$ cat src/rtl/aibnd_dcc_pkg.sv
// Shared definitions for the DCC calibration sequencer.
//   dcc_cal_state_t : sequencer FSM states
//   code_mid()      : mid-scale DCC code for a given code width
//   DEF_*           : default parameter values
package aibnd_dcc_pkg;

    localparam int unsigned DEF_NUM_CH     = 2;
    localparam int unsigned DEF_CODE_W     = 5;
    localparam int unsigned DEF_SETTLE_CYC = 4;
    localparam int unsigned DEF_TRACK_INTV = 16;

    typedef enum logic [2:0] {
        ST_IDLE,
        ST_SETTLE,
        ST_SAMPLE,
        ST_NEXT_CH,
        ST_DONE,
        ST_TRACK
    } dcc_cal_state_t;

    // Mid-scale code: only the MSB set. This is also the first SAR trial value.
    function automatic int unsigned code_mid(input int unsigned code_w);
        return 32'd1 << (code_w - 1);
    endfunction

endpackage

$ cat src/rtl/aibnd_dcc_cal_seq_sync2.sv
// Parametrised-width two-flop synchronizer, async active-low reset to 0.
//   clk   : destination clock
//   rst_n : async active-low reset
//   d     : asynchronous input bits
//   q     : synchronized bits (2-cycle latency)
module aibnd_dcc_sync2 #(
    parameter int unsigned WIDTH = 1
) (
    input  logic             clk,
    input  logic             rst_n,
    input  logic [WIDTH-1:0] d,
    output logic [WIDTH-1:0] q
);

    logic [WIDTH-1:0] meta_q;
    logic [WIDTH-1:0] sync_q;

    always_ff @(posedge clk or negedge rst_n) begin
        if (!rst_n) begin
            meta_q <= '0;
            sync_q <= '0;
        end else begin
            meta_q <= d;
            sync_q <= meta_q;
        end
    end

    assign q = sync_q;

endmodule

$ cat src/rtl/aibnd_dcc_cal_seq.sv
// Duty-cycle-correction calibration sequencer.
// Calibrates NUM_CH DCC delay lines one at a time with a SAR search on the
// synchronized duty-cycle-detector result, then optionally tracks drift.
//   clk_dcd     : calibration clock
//   nrst        : async active-low reset
//   dcc_req     : calibration request (async, level)
//   rb_dcc_en   : enable; 0 forces IDLE
//   rb_dcc_byp  : bypass; codes forced mid-scale, done follows request
//   rb_cont_cal : track drift after lock
//   dcd_up      : per-channel DCD result (async); 1 = raise code
//   dcc_code    : packed codes, channel c at [c*CODE_W +: CODE_W]
//   dcc_done    : calibration complete / bypass acknowledge
//   cal_busy    : search in progress
//   cal_ch      : channel under calibration/tracking
module aibnd_dcc_cal_seq
    import aibnd_dcc_pkg::*;
#(
    parameter int unsigned NUM_CH     = DEF_NUM_CH,
    parameter int unsigned CODE_W     = DEF_CODE_W,
    parameter int unsigned SETTLE_CYC = DEF_SETTLE_CYC,
    parameter int unsigned TRACK_INTV = DEF_TRACK_INTV
) (
    input  logic                     clk_dcd,
    input  logic                     nrst,
    input  logic                     dcc_req,
    input  logic                     rb_dcc_en,
    input  logic                     rb_dcc_byp,
    input  logic                     rb_cont_cal,
    input  logic [NUM_CH-1:0]        dcd_up,
    output logic [NUM_CH*CODE_W-1:0] dcc_code,
    output logic                     dcc_done,
    output logic                     cal_busy,
    output logic [((NUM_CH > 1) ? $clog2(NUM_CH) : 1)-1:0] cal_ch
);

    localparam int unsigned CH_W    = (NUM_CH > 1) ? $clog2(NUM_CH) : 1;
    localparam int unsigned BIT_W   = $clog2(CODE_W);
    localparam int unsigned CNT_MAX = (SETTLE_CYC > TRACK_INTV) ? SETTLE_CYC : TRACK_INTV;
    localparam int unsigned CNT_W   = $clog2(CNT_MAX);

    localparam logic [CODE_W-1:0] MID      = CODE_W'(code_mid(CODE_W));
    localparam logic [BIT_W-1:0]  BIT_TOP  = BIT_W'(CODE_W - 1);
    localparam logic [CH_W-1:0]   CH_LAST  = CH_W'(NUM_CH - 1);
    localparam logic [CNT_W-1:0]  SET_LAST = CNT_W'(SETTLE_CYC - 1);
    localparam logic [CNT_W-1:0]  TRK_LAST = CNT_W'(TRACK_INTV - 1);

    logic              req_s;
    logic [NUM_CH-1:0] dcd_s;

    dcc_cal_state_t    state_q, state_d;
    logic [CNT_W-1:0]  cnt_q,   cnt_d;
    logic [BIT_W-1:0]  bit_q,   bit_d;
    logic [CH_W-1:0]   ch_q,    ch_d;
    logic [CODE_W-1:0] code_q [NUM_CH];
    logic [CODE_W-1:0] code_d [NUM_CH];
    logic              done_q,  done_d;
    logic              busy_q,  busy_d;

    logic              abort;
    logic [CH_W-1:0]   ch_nxt;

    aibnd_dcc_sync2 #(.WIDTH(1)) u_req_sync (
        .clk   (clk_dcd),
        .rst_n (nrst),
        .d     (dcc_req),
        .q     (req_s)
    );

    aibnd_dcc_sync2 #(.WIDTH(NUM_CH)) u_dcd_sync (
        .clk   (clk_dcd),
        .rst_n (nrst),
        .d     (dcd_up),
        .q     (dcd_s)
    );

    // Bypass is folded into abort so that asserting it mid-search returns to IDLE.
    assign abort  = !rb_dcc_en || !req_s || rb_dcc_byp;
    assign ch_nxt = (ch_q == CH_LAST) ? '0 : ch_q + CH_W'(1);

    always_comb begin
        state_d = state_q;
        cnt_d   = cnt_q;
        bit_d   = bit_q;
        ch_d    = ch_q;
        code_d  = code_q;
        done_d  = 1'b0;

        if (abort) begin
            state_d = ST_IDLE;
            cnt_d   = '0;
            ch_d    = '0;
            bit_d   = BIT_TOP;
            if (rb_dcc_en && rb_dcc_byp) begin
                for (int unsigned c = 0; c < NUM_CH; c++) code_d[c] = MID;
                done_d = req_s;
            end
        end else begin
            unique case (state_q)
                ST_IDLE: begin
                    state_d   = ST_SETTLE;
                    ch_d      = '0;
                    cnt_d     = '0;
                    bit_d     = BIT_TOP;
                    code_d[0] = MID;
                end
                ST_SETTLE: begin
                    if (cnt_q == SET_LAST) begin
                        cnt_d   = '0;
                        state_d = ST_SAMPLE;
                    end else begin
                        cnt_d = cnt_q + CNT_W'(1);
                    end
                end
                ST_SAMPLE: begin
                    code_d[ch_q][bit_q] = dcd_s[ch_q];
                    if (bit_q != '0) begin
                        code_d[ch_q][bit_q - BIT_W'(1)] = 1'b1;
                        bit_d   = bit_q - BIT_W'(1);
                        state_d = ST_SETTLE;
                    end else begin
                        state_d = ST_NEXT_CH;
                    end
                end
                ST_NEXT_CH: begin
                    ch_d = ch_nxt;
                    if (ch_q == CH_LAST) begin
                        state_d = ST_DONE;
                    end else begin
                        code_d[ch_nxt] = MID;
                        bit_d          = BIT_TOP;
                        cnt_d          = '0;
                        state_d        = ST_SETTLE;
                    end
                end
                ST_DONE: begin
                    done_d = 1'b1;
                    if (rb_cont_cal) begin
                        cnt_d   = '0;
                        state_d = ST_TRACK;
                    end
                end
                ST_TRACK: begin
                    done_d = 1'b1;
                    if (!rb_cont_cal) begin
                        cnt_d   = '0;
                        state_d = ST_DONE;
                    end else if (cnt_q == TRK_LAST) begin
                        cnt_d = '0;
                        ch_d  = ch_nxt;
                        // Saturating single-LSB step toward the DCD verdict.
                        if (dcd_s[ch_q]) begin
                            if (code_q[ch_q] != '1) code_d[ch_q] = code_q[ch_q] + CODE_W'(1);
                        end else begin
                            if (code_q[ch_q] != '0) code_d[ch_q] = code_q[ch_q] - CODE_W'(1);
                        end
                    end else begin
                        cnt_d = cnt_q + CNT_W'(1);
                    end
                end
                default: state_d = ST_IDLE;
            endcase
        end

        busy_d = (state_d == ST_SETTLE) || (state_d == ST_SAMPLE) || (state_d == ST_NEXT_CH);
    end

    always_ff @(posedge clk_dcd or negedge nrst) begin
        if (!nrst) begin
            state_q <= ST_IDLE;
            cnt_q   <= '0;
            bit_q   <= BIT_TOP;
            ch_q    <= '0;
            done_q  <= 1'b0;
            busy_q  <= 1'b0;
            for (int unsigned c = 0; c < NUM_CH; c++) code_q[c] <= MID;
        end else begin
            state_q <= state_d;
            cnt_q   <= cnt_d;
            bit_q   <= bit_d;
            ch_q    <= ch_d;
            done_q  <= done_d;
            busy_q  <= busy_d;
            for (int unsigned c = 0; c < NUM_CH; c++) code_q[c] <= code_d[c];
        end
    end

    for (genvar c = 0; c < NUM_CH; c++) begin : g_code
        assign dcc_code[c*CODE_W +: CODE_W] = code_q[c];
    end

    assign dcc_done = done_q;
    assign cal_busy = busy_q;
    assign cal_ch   = ch_q;

endmodule

$ cat config.mk
export PLATFORM = sky130hd
export DESIGN_NAME = aibnd_dcc_cal_seq
export DESIGN_NICKNAME = d
export VERILOG_FILES = /design/src/rtl/aibnd_dcc_pkg.sv /design/src/rtl/aibnd_dcc_cal_seq_sync2.sv /design/src/rtl/aibnd_dcc_cal_seq.sv
export SDC_FILE = /design/constraint.sdc
export NUM_CORES = 1
export LEC_CHECK = 0
export ABC_CLOCK_PERIOD_IN_PS = 7600
export CORE_MARGIN = 5
export CORE_UTILIZATION = 54
export DETAILED_ROUTE_END_ITERATION = 10
export HOLD_SLACK_MARGIN = 0.03
export PLACE_DENSITY = 0.8
export SKIP_CTS_REPAIR_TIMING = 1
export SYNTH_ARGS = -nofsm -noshare
export SYNTH_HDL_FRONTEND = slang
export SYNTH_SLANG_ARGS = --single-unit
$ cat constraint.sdc
create_clock -name clk_dcd -period 7.6 [get_ports clk_dcd]
set_input_delay 2.28 -clock clk_dcd [delete_from_list [all_inputs] [get_ports clk_dcd]]
set_output_delay 2.28 -clock clk_dcd [all_outputs]
set_load 0.1 [all_outputs]
[After elaboration in Yosys (flattened, before gate mapping)]
Index checks and enable logic that the tools add are counted.
Operators by class
  $add $sub $neg: 5
  order comparisons: 9
  equality and inequality tests: 19
  multiplexer cells: 57
  bitwise logic cells: 6
  reductions and logical operators: 25
Operators with widths (count)
  10-bit 2-to-1 mux: 9
  5-bit 2-to-1 mux: 7
  10-bit bitwise mux: 3
  3-bit 2-to-1 mux: 8
  4-bit 2-to-1 mux: 6
  5-bit demux with 1-bit select: 4
  4-bit case mux with 5 select lines: 1
  5-bit case mux with 4 select lines: 1
  3-bit case mux with 6 select lines: 1
  3-bit inequality test, second input constant: 5
  5-bit case mux with 3 select lines: 1
  7-bit AND reduction: 2
  3-bit by 2-bit equality test with 1-bit output, second input constant: 4
  4-bit nonzero test: 3
  1-bit 2-to-1 mux: 11
  10-bit bitwise OR: 1
  5-bit nonzero test: 2
  3-bit case mux with 3 select lines: 1
  3-bit AND reduction: 3
  8-bit bitwise AND: 1
  3-bit by 4-bit < comparator with 1-bit output, second input constant: 2
  4-bit inequality test, second input constant: 2
  8-bit inverter: 1
  1-bit demux with 3-bit select: 2
  26 further kinds: 40
Word-level totals
  bits in registers: 29
  bits of input ports: 8
  word-level logic and storage cells: 133

[Longest topological paths before layout]
  depth after elaboration: 12
  gate-level depth with buffers: 14

[Hierarchy]
From an unflattened synthesis, not the netlist that was laid out.
Unflattened totals
  cell total of the unflattened synthesis: 271
  area, all modules: 2244.7 um^2
Modules (own cells, without submodules)
  aibnd_dcc_cal_seq: instances 1, cells an instance 265, area each 2094.5 um^2, sequential area each 579.3 um^2
  aibnd_dcc_sync2 (u_dcd_sync): instances 1, cells an instance 4, area each 100.1 um^2, sequential area each 100.1 um^2
  aibnd_dcc_sync2 (u_req_sync): instances 1, cells an instance 2, area each 50.0 um^2, sequential area each 50.0 um^2

[Least setup slack after synthesis]
No wires, ideal clock.
  kind: input-to-reg
  from: input rb_dcc_en
  to: register code_q (netlist bit dcc_code[8])
  library setup time: 83 ps
  data arrival time: 3390 ps
  slack: 4127 ps
  stages on the path: 7
  path buffers: 2
  cell sequence: nand2_1 -> or2_2 -> clkbuf_1 -> clkbuf_1 -> a21oi_1 -> mux2i_1 -> a31oi_1
On the way
  word-level cells in the longest chain between the ends: 5
  elaborated cells between the ends (all ways): 13
Ends and longest elaborated chain
  start, declared: RTL line aibnd_dcc_cal_seq.sv:26  | input logic rb_dcc_en,
  1-bit logical NOT: RTL line aibnd_dcc_cal_seq.sv:77  | assign abort = !rb_dcc_en || !req_s || rb_dcc_byp;
  1-bit logical OR (2 in a row): RTL line aibnd_dcc_cal_seq.sv:77
  4-bit inequality test (no source line) (tied with other cells)
  7-bit AND reduction (no source line)
  end, declared: RTL line aibnd_dcc_cal_seq.sv:54  | logic [CODE_W-1:0] code_q [NUM_CH];
Several ways; a longest one is shown, not always the timed one.
A chain may end at the register's enable or synchronous reset.

[Worst setup path after layout]
  from: register ch_q (netlist: cal_ch)
  to: output cal_ch
RTL lines
  start, declared: RTL line aibnd_dcc_cal_seq.sv:53  | logic [CH_W-1:0] ch_q, ch_d;
  start signal, assigned: RTL line aibnd_dcc_cal_seq.sv:180  | ch_q <= ch_d;
  end, declared: RTL line aibnd_dcc_cal_seq.sv:33  | output logic [((NUM_CH > 1) ? $clog2(NUM_CH) : 1)-1:0] cal_ch
No word-level cell between the ends.

==> results.sh <==
export IMPL_ioPinCount=21
export IMPL_yosys_area_top_type="dfrtp_1"
export IMPL_synthArstFlopShare_pct=100
export IMPL_clock_sinks=29
export IMPL_coreArea_sq_mm=0.00409
export IMPL_finalInstanceArea_sq_mm=0.00262
export IMPL_final_setup_viol_count=0
export IMPL_cts_clk_slew_worst_paths_ps=70
export IMPL_nNetsFinal=298
export IMPL_clockBufferDepth=2
export IMPL_max_cap_violations=0
export IMPL_cts_tree="done"
export IMPL_syn_cell_area_sq_mm=0.00231
export IMPL_synth_seq_cells=29
export IMPL_critPathLaunchType="flip-flop"
export IMPL_insertion_delay_ps=290
export IMPL_max_clock_freq_ghz=0.220
export IMPL_final_setup_skew_ps=8.12
export IMPL_grt_start_max_net_pins=44
export IMPL_fin_crit_sh_pct=59.7
export IMPL_vias_per_cell=6.52
export IMPL_yosys_warnings=0
export IMPL_synth_ff_type="dfrtp_1"
export IMPL_grt_pass1_vias=2006
export IMPL_fp_row_count=23
export IMPL_worst_setup_path_type="reg2out"
export IMPL_h_tree_depth=2
export IMPL_initial_core_util_pct=56.5
export IMPL_status="completed"
export IMPL_placed_area_sq_mm=0.00250
export IMPL_rsz0062_at_grt="false"
export IMPL_post_synth_top_count_cell="nor2_1"
export IMPL_tightest_slew_ps=973
export IMPL_dieArea_sq_mm=0.00568
export IMPL_post_route_min_period_ps=4540
export IMPL_crit_path_max_fanout=43
export IMPL_root_buffer="clkbuf_8"
export IMPL_slew_violations=0
export IMPL_cts_buffers=5
export IMPL_hold_viol=0
export IMPL_die_x_microns=75.4
export IMPL_drc_errors=0
export IMPL_cp_data_arrival_time_ps=2260
export IMPL_hold_slack_ps=348
export IMPL_syn_to_final_growth_pct=13.4
export IMPL_critical_path_max_stage_delay_ps=1230
export IMPL_diodes=0
export IMPL_synth_nets=286
export IMPL_syn_inst=271
export IMPL_synth_distinct_cells=66
export IMPL_ys_top_cells_by_area="dfrtp_1 (28%), nor2_1 (4.4%), a21oi_1 (3.9%), ha_1 (3.8%), dfstp_2 (3.4%)"
export IMPL_power_density_mw_per_mm2=135
export IMPL_dr_pass1_iters=5
export IMPL_vias=2177
export IMPL_vdd_drop_max_uv=120
export IMPL_io_buffers=20
export IMPL_yosysSeqAreaShare_pct=31.6
export IMPL_power_leakage_uw=0.00104
export IMPL_hp_class="reg2reg"
export IMPL_grt_overflow=0
export IMPL_grtUsageTotal_pct=22.5
export IMPL_antenna_found_initial=0
export IMPL_crit_path_top_delay_cell="clkdlybuf4s50_1"
export IMPL_ant_nets=0
export IMPL_path_cells="buf_4 > clkdlybuf4s50_1"
export IMPL_endpoint_kind="output port"
export IMPL_synth_edf_count=0
export IMPL_post_place_ws_ps=3370
export IMPL_synthTopCellsByCount="nor2_1 (27), dfrtp_1 (26), nand2_1 (21)"
export IMPL_die_h_microns=75.4
export IMPL_required_ps=5320
export IMPL_tns_ps=0
export IMPL_layout_drive_gt1_share_pct=9.15
export IMPL_max_slew_margin_pct=34.9
export IMPL_yosys_area_top_type_share_pct=28.2
export IMPL_drt_total_wl_mm=5.97
export IMPL_routedWlPerCell_microns=17.9
export IMPL_drt_iter0_drc=232
export IMPL_setup_ws_ps=3060
export IMPL_avgSynthCellArea_sq_um=8.52
export IMPL_grt_pass1_wl_mm=9.79
export IMPL_dpl_hpwl_mm=4.27
export IMPL_gp_congestion=0.896
-- cells in the final DEF, fill, tap and decap left out, types with 5 or more instances in the layout --
master,synthesis,routed
nand2b_1,5,5
mux2i_1,7,7
clkdlybuf4s50_1,0,20
nor2_1,27,27
ha_1,7,7
xnor2_1,5,5
dfrtp_1,26,26
nor2b_1,5,5
o211ai_1,5,5
nand3_1,9,9
o21ai_1,5,5
inv_1,17,17
a21oi_1,18,18
nand2_1,21,21
o22ai_1,5,5
clkbuf_8,0,6
o21ai_0,15,15
-- state kept, by name, summed over array words and instances (netlist names) --
name and flops:
u_req_sync.q 1, u_dcd_sync.meta_q 2, dcc_done 1, u_dcd_sync.q 2, u_req_sync.meta_q 1, dcc_code 10, cnt_q 4, cal_busy 1
cal_ch 1, bit_q 3, state_q 3
-- routing by layer --
metal	track usage (%)	vias up	share of wire [%]
met5	0	-	0
met4	6.80	0	1.2
li1	-	1025	-
met1	31.4	1042	44
met2	36.2	101	48
met3	3.56	9	6.7
-- path summary, 6_finish.rpt --
check | start | end | slack, ps | depth (start not counted)
max in group asynchronous | nrst | dcc_code[9] | 4930 | 2
min in group asynchronous | nrst | cnt_q[3] | 2360 | 2
setup reg to reg | cal_ch | dcc_code[6] | 4460 | 11
setup / recovery | cal_ch | cal_ch | 3060 | 2
hold / removal | u_dcd_sync.meta_q[1] | u_dcd_sync.q[1] | 350 | 0
hold reg to reg | u_dcd_sync.meta_q[1] | u_dcd_sync.q[1] | 350 | 0
-- through the flow --
step	util, %	instances	power, uW
5_1_grt	64.1	334	364
4_1_cts	64.1	334	355
3_5_place_dp	61.1	326	187
3_3_place_gp	61.1	326	187
6_report	64.1	334	354
2_1_floorplan	-	271	176
-- cell families after synthesis --
group	share of synthesized area [%]
AOI/OAI and AO/OA	27.9
xor gates and xnor gates	2.28
adders and majority gates	3.79
buffers and inverters	6.56
DFF	31.6
muxes	6.67
and+or+nand+nor	21.2
-- cell type report --
| class | instances | area, sq um |
|---|---|---|
| clock buffers | 6 | 82.6 |
| clock inverters | 2 | 37.5 |
| fillers | 365 | 1470 |
| inverters | 17 | 63.8 |
| multi-input cells | 208 | 1430 |
| flip-flops and latches | 29 | 729 |
| well taps | 50 | 62.6 |
| repair buffers | 22 | 215 |
-- where the power goes --
group / internal [uW] / switching [uW]
Combinational: 8.79 / 15.9
Sequential: 157 / 2.99
Clock: 106 / 63.2
-- worst max-delay path, delay by kind of cell (launching register included) --
kind     cells  cell delay, ps
flops        1             320
buf+inv      2            1640
Power figures use the tool's default switching activity.
